===== config.mk =====
export PLATFORM = sky130hd
export DESIGN_NAME = sordm5_ddram_arbiter
export DESIGN_NICKNAME = d
export VERILOG_FILES = /design/src/rtl/sordm5_ddram_arbiter.sv
export SDC_FILE = /design/constraint.sdc
export NUM_CORES = 1
export LEC_CHECK = 0
export BUFFER_PORTS_ARGS = -buffer_cell sky130_fd_sc_hd__buf_2
export CAP_MARGIN = 10
export CORE_AREA = 2 2 96 98
export CTS_CLUSTER_DIAMETER = 120
export DETAILED_ROUTE_END_ITERATION = 7
export DIE_AREA = 0 0 98 100
export HOLD_SLACK_MARGIN = 0.1
export PLACE_DENSITY = 0.8
export SETUP_SLACK_MARGIN = 0.4
export SLEW_MARGIN = 40
export SYNTH_ARGS = -nofsm -noshare
export SYNTH_HDL_FRONTEND = slang
export SYNTH_SLANG_ARGS = --single-unit

===== constraint.sdc =====
create_clock -name clk_sys -period 2.25 [get_ports clk_sys]
set_clock_uncertainty 0.2 [all_clocks]
set_input_delay 0.1125 -clock clk_sys [delete_from_list [all_inputs] [get_ports clk_sys]]
set_output_delay 0.1125 -clock clk_sys [all_outputs]
set_load 0.01 [all_outputs]

===== src/rtl/sordm5_ddram_arbiter.sv =====
// sordm5_ddram_arbiter: round-robin byte-to-64-bit DDRAM arbiter for the ioctl writer and CAS reader.
// Define SORDM5_DDRAM_RDCACHE_EN to add a one-line read cache.
module sordm5_ddram_arbiter #(
  parameter logic [28:0] BASE_ADDR = 29'h0600000,
  parameter logic [7:0]  BURST     = 8'd1
) (
  input  logic        clk_sys,
  input  logic        reset,
  input  logic        wr_req,
  input  logic [24:0] wr_addr,
  input  logic [7:0]  wr_data,
  output logic        wr_ack,
  input  logic        rd_req,
  input  logic [24:0] rd_addr,
  output logic [7:0]  rd_data,
  output logic        rd_ack,
  output logic        busy,
  output logic        DDRAM_CLK,
  input  logic        DDRAM_BUSY,
  output logic [7:0]  DDRAM_BURSTCNT,
  output logic [28:0] DDRAM_ADDR,
  input  logic [63:0] DDRAM_DOUT,
  input  logic        DDRAM_DOUT_READY,
  output logic        DDRAM_RD,
  output logic [63:0] DDRAM_DIN,
  output logic [7:0]  DDRAM_BE,
  output logic        DDRAM_WE
);
  typedef enum logic [1:0] {IDLE, WR_ISSUE, RD_ISSUE, RD_WAIT} state_t;
  state_t state;
  logic last_rd, drop_rd, wr_ok, rd_ok, grant_wr, grant_rd, hit;
  logic [24:0] addr_q;
  logic [7:0] cache_byte;
  assign DDRAM_CLK = clk_sys;
  assign DDRAM_BURSTCNT = BURST;
  assign DDRAM_ADDR = BASE_ADDR + {7'd0, addr_q[24:3]};
  assign busy = state != IDLE || drop_rd;
  // an asserted ack blocks a second grant to the same still-held request
  assign wr_ok = wr_req && !wr_ack && !drop_rd;
  assign rd_ok = rd_req && !rd_ack && !drop_rd;
  assign grant_wr = wr_ok && (!rd_ok || last_rd);
  assign grant_rd = rd_ok && !grant_wr;
`ifdef SORDM5_DDRAM_RDCACHE_EN
  logic [63:0] line;
  logic [21:0] tag;
  logic valid;
  assign hit = valid && tag == rd_addr[24:3];
  assign cache_byte = line[{rd_addr[2:0], 3'b000} +: 8];
  always_ff @(posedge clk_sys)
    if (reset) valid <= 1'b0;
    else if (state == RD_WAIT && DDRAM_DOUT_READY) begin
      line <= DDRAM_DOUT;
      tag <= addr_q[24:3];
      valid <= 1'b1;
    end else if (state == WR_ISSUE && !DDRAM_BUSY && tag == addr_q[24:3])
      line[{addr_q[2:0], 3'b000} +: 8] <= DDRAM_DIN[7:0];
`else
  assign hit = 1'b0;
  assign cache_byte = 8'h00;
`endif
  always_ff @(posedge clk_sys)
    if (reset) begin
      state <= IDLE;
      DDRAM_RD <= 1'b0;
      DDRAM_WE <= 1'b0;
      wr_ack <= 1'b0;
      rd_ack <= 1'b0;
      rd_data <= 8'h00;
      addr_q <= 25'd0;
      DDRAM_BE <= 8'h00;
      DDRAM_DIN <= 64'd0;
      last_rd <= 1'b1;
      // a read already in flight will still return data; swallow it
      drop_rd <= state == RD_WAIT;
    end else begin
      wr_ack <= 1'b0;
      rd_ack <= 1'b0;
      if (drop_rd && DDRAM_DOUT_READY) drop_rd <= 1'b0;
      case (state)
        IDLE:
          if (grant_wr) begin
            addr_q <= wr_addr;
            DDRAM_BE <= 8'd1 << wr_addr[2:0];
            DDRAM_DIN <= {8{wr_data}};
            DDRAM_WE <= 1'b1;
            last_rd <= 1'b0;
            state <= WR_ISSUE;
          end else if (grant_rd) begin
            last_rd <= 1'b1;
            if (hit) begin
              rd_data <= cache_byte;
              rd_ack <= 1'b1;
            end else begin
              addr_q <= rd_addr;
              DDRAM_BE <= 8'd1 << rd_addr[2:0];
              DDRAM_RD <= 1'b1;
              state <= RD_ISSUE;
            end
          end
        WR_ISSUE:
          if (!DDRAM_BUSY) begin
            DDRAM_WE <= 1'b0;
            wr_ack <= 1'b1;
            state <= IDLE;
          end
        RD_ISSUE:
          if (!DDRAM_BUSY) begin
            DDRAM_RD <= 1'b0;
            state <= RD_WAIT;
          end
        RD_WAIT:
          if (DDRAM_DOUT_READY) begin
            rd_data <= DDRAM_DOUT[{addr_q[2:0], 3'b000} +: 8];
            rd_ack <= 1'b1;
            state <= IDLE;
          end
      endcase
    end
endmodule


==> run summary <==
The worst-case reg-to-reg path depth is 7, and the summed instance area of the synthesized netlist is 3607 sq um. Entering global routing, the biggest net connects 26 pins. The logs give 440 ps for the insertion delay to the later sink of the worst-skew pair and 0 ps for the final setup TNS. A synthesized cell averages 9.776 sq um. The run gives 606 as the layout filler cell count. Leaving out fill and tap cells, the most frequent cells in the layout are 237 x buf_2, 127 x dlygate4sd3_1, 52 x dfxtp_1, 37 x mux2i_1, 36 x nor2_1.

The wire length after detailed routing was 15.77 mm; the cell depth of the worst setup path was 7. The number of antenna violations at the first check in global routing is 2, and the data required time of the worst path is 2340 ps. The critical path goes through buf_6 -> nor3b_4 -> o21ai_4 -> buf_12 -> buf_12 -> mux2i_2 -> a211oi_2. The max-capacitance violation count was 0; the fraction of final layout cells with drive strength greater than 1 was 0.4956. The actual transition at the worst max-transition pin was 592.7 ps; the first-pass GRT wire length was 22.24 mm. The largest individual stage delay along the critical path comes from the cell edfxtp_1. Counting instances, the worst hold path has a depth of 3.

The synthesis-to-layout area growth is 73.29%, and the sequential fraction of the synthesis area is 0.3191. The die is 98 um wide. The clock-pin slew on the worst setup and hold paths works out to 90 ps. The top-area cell type share of the netlist area came out at 0.3108. Post-synthesis instance total: 369. The die is 100 um tall.

The area of the core region is 8890 sq um. The run finished with clean final reports. The die covers 9800 sq um. For this design the ratio of total power to cell area is 614.1 nW/um^2.

Starting density of the core: 0.4058. The number of top-level pins was 251; the routability congestion estimate was 0.8224. Setup repair after global routing could not meet its margin everywhere. Synthesis inferred 57 register bits. The quantity of I/O buffers inserted on ports works out to 237. In the post-synthesis netlist, the biggest area contributors are dfxtp_1 31%, buf_4 20%, mux2i_1 11%. Number of warnings reported in the yosys synthesis log: 0. The post-route fraction of the period consumed by the critical path was 0.8870. The path class of the tightest hold or removal check is clk -> out. For the number of library cell types mapped by synthesis, the log shows 39. The HPWL after detailed placement is 7.499 mm. The run gives 0.2945 as the global routing usage summed across all routing layers.

The cell family contributing the most delay on the critical path is buffers and inverters. STA classifies the critical path endpoint as a flip-flop. Most common cell after layout, fill and taps aside: buf_2. The worst slew margin relative to its limit was 0.6043; the number of nets with antenna violations after detailed routing was 0. Using the TritonRoute via totals, the vias-per-cell ratio works out to 5.489. Detailed routing inserted a total of 4331 vias. For this run, the post-layout net count is 799. For the overflow left after global routing, the log shows 0. The leakage component of the power was 0.003166 uW. Setup violations remaining at the end of the flow were counted as 0. After layout, the minimum clock period comes to 1996 ps.

The final hold violation count was 0. The post-synthesis cell type with the largest combined area is dfxtp_1. The sum of buffers and inverters on the critical path is 3. The tools report the DRC violation count after routing as 0. The run gives 2090 ps as the data arrival time of the critical path. The final number of max-transition violations was 0. Type of element launching the critical path: a flip-flop. Based on the critical path, the design can be clocked at up to 501.1 MHz. The post-detailed-route wirelength per cell works out to 19.99 um. TritonCTS built the clock tree. Counting stages on the worst path, the most repeated cell is buf_12. After the first detailed-routing iteration, the DRC count stood at 336.

The first detailed-routing pass ran for 5 iterations. The overall power consumption is 3839 uW, and the biggest fanout along the worst timing path is 11. The critical path start-end classification is reg -> reg. The number of global-route vias before repair is 4444, and the delay of the slowest cell on the worst path is 440 ps. The worst-case IR drop observed on VDD is 0.0003747 V. The floorplan has 35 rows.
[metal layers]
| metal | global-route usage | vias to the layer above | part of all wire |
|---|---|---|---|
| li1 | - | 1815 | - |
| met1 | 0.2888 | 1953 | 0.31 |
| met2 | 0.5058 | 419 | 0.51 |
| met3 | 0.08774 | 144 | 0.096 |
| met4 | 0.2585 | 0 | 0.077 |
| met5 | 0 | - | 0 |
[report_power, final]
group / internal, uW / switching, uW / leakage, uW
registers: 1120 / 131 / 0.000471
clock network: 613 / 480 / 0.000124
logic: 818 / 674 / 0.00257
[what timing repair did]
action | 4_1_cts | 5_1_grt
endpoints found under the hold margin | 57 | 0
cloned | 2 | 3
pin swaps | 2 | 29
setup endpoints to repair | 42 | 51
buffers inserted | 7 | 10
gates resized for setup | 12 | 30
hold buffers | 127 | 0
[cell usage after synthesis (all sizes together)]
master,instances
a21oi,5
a21o,1
buf,108
dfxtp,56
nor3b,10
nor2b,1
conb,2
a41o,8
and3,1
a2111oi,1
mux2,3
nand4b,1
a211oi,28
a22oi,1
o21ai,11
clkbuf,9
o31ai,1
or3,1
nand3,1
o2111ai,1
nand2b,3
a31oi,1
nor3,2
nand2,10
edfxtp,1
o221ai,1
mux2i,41
inv,6
o41ai,1
nor2,36
mux4,16
or2,1
[final cells by class]
cell class / count / area [sq um] / share of cell area
clock buffer: 16 / 211.5 / 0.03383
tap: 111 / 138.9 / 0.02222
timing repair buffer: 393 / 2890 / 0.4624
inverter: 6 / 22.52 / 0.003603
sequential: 57 / 1156 / 0.1849
multi-input combinational: 200 / 1800 / 0.2880
antenna: 2 / 5.005 / 0.0008006
clock inverter: 4 / 26.28 / 0.004203
[worst min-delay path, delay by kind of cell]
kind | cells | cell delay, ps
buffers and inverters | 3 | 310
[path summary, 6_finish.rpt]
kind | from | to | slack [ps]
hold / removal | clk_sys | DDRAM_CLK | 220
setup / recovery | drop_rd | addr_q[5] | 250
setup reg to reg | drop_rd | addr_q[5] | 250
hold reg to reg | DDRAM_RD | DDRAM_RD | 290
[sequential cells by signal, indices dropped and copies added, names as in the netlist]
signal / flops
DDRAM_DIN: 8
wr_ack: 1
DDRAM_WE: 1
DDRAM_BE: 8
rd_data: 8
DDRAM_RD: 1
addr_q: 25
last_rd: 1
state: 2
rd_ack: 1
drop_rd: 1
[metrics by stage]
step                      instances  worst slack, ps    util  hold slack (ps)  area (sq um)
final                           789            254.2  0.7032            223.5          6251
after CTS                       774            331.9  0.6636            226.5          5899
after global placement          619            279.8  0.4756            13.12          4228
after floorplan                 380            445.3       -            4.265          3656
after global routing            789            228.4  0.7032            235.8          6251
after detailed placement        619            166.6  0.4756            13.12          4228
[logic make-up after synthesis]
family,Yosys count,share of synthesized area
AO/OA/AOI/OAI,60,0.1283
AND/OR/NAND/NOR,67,0.09227
multiplexers,60,0.2230
buffers and inverters,123,0.2352
other,2,0.002082
flip-flops,57,0.3191
Power figures use the tool's default switching activity.
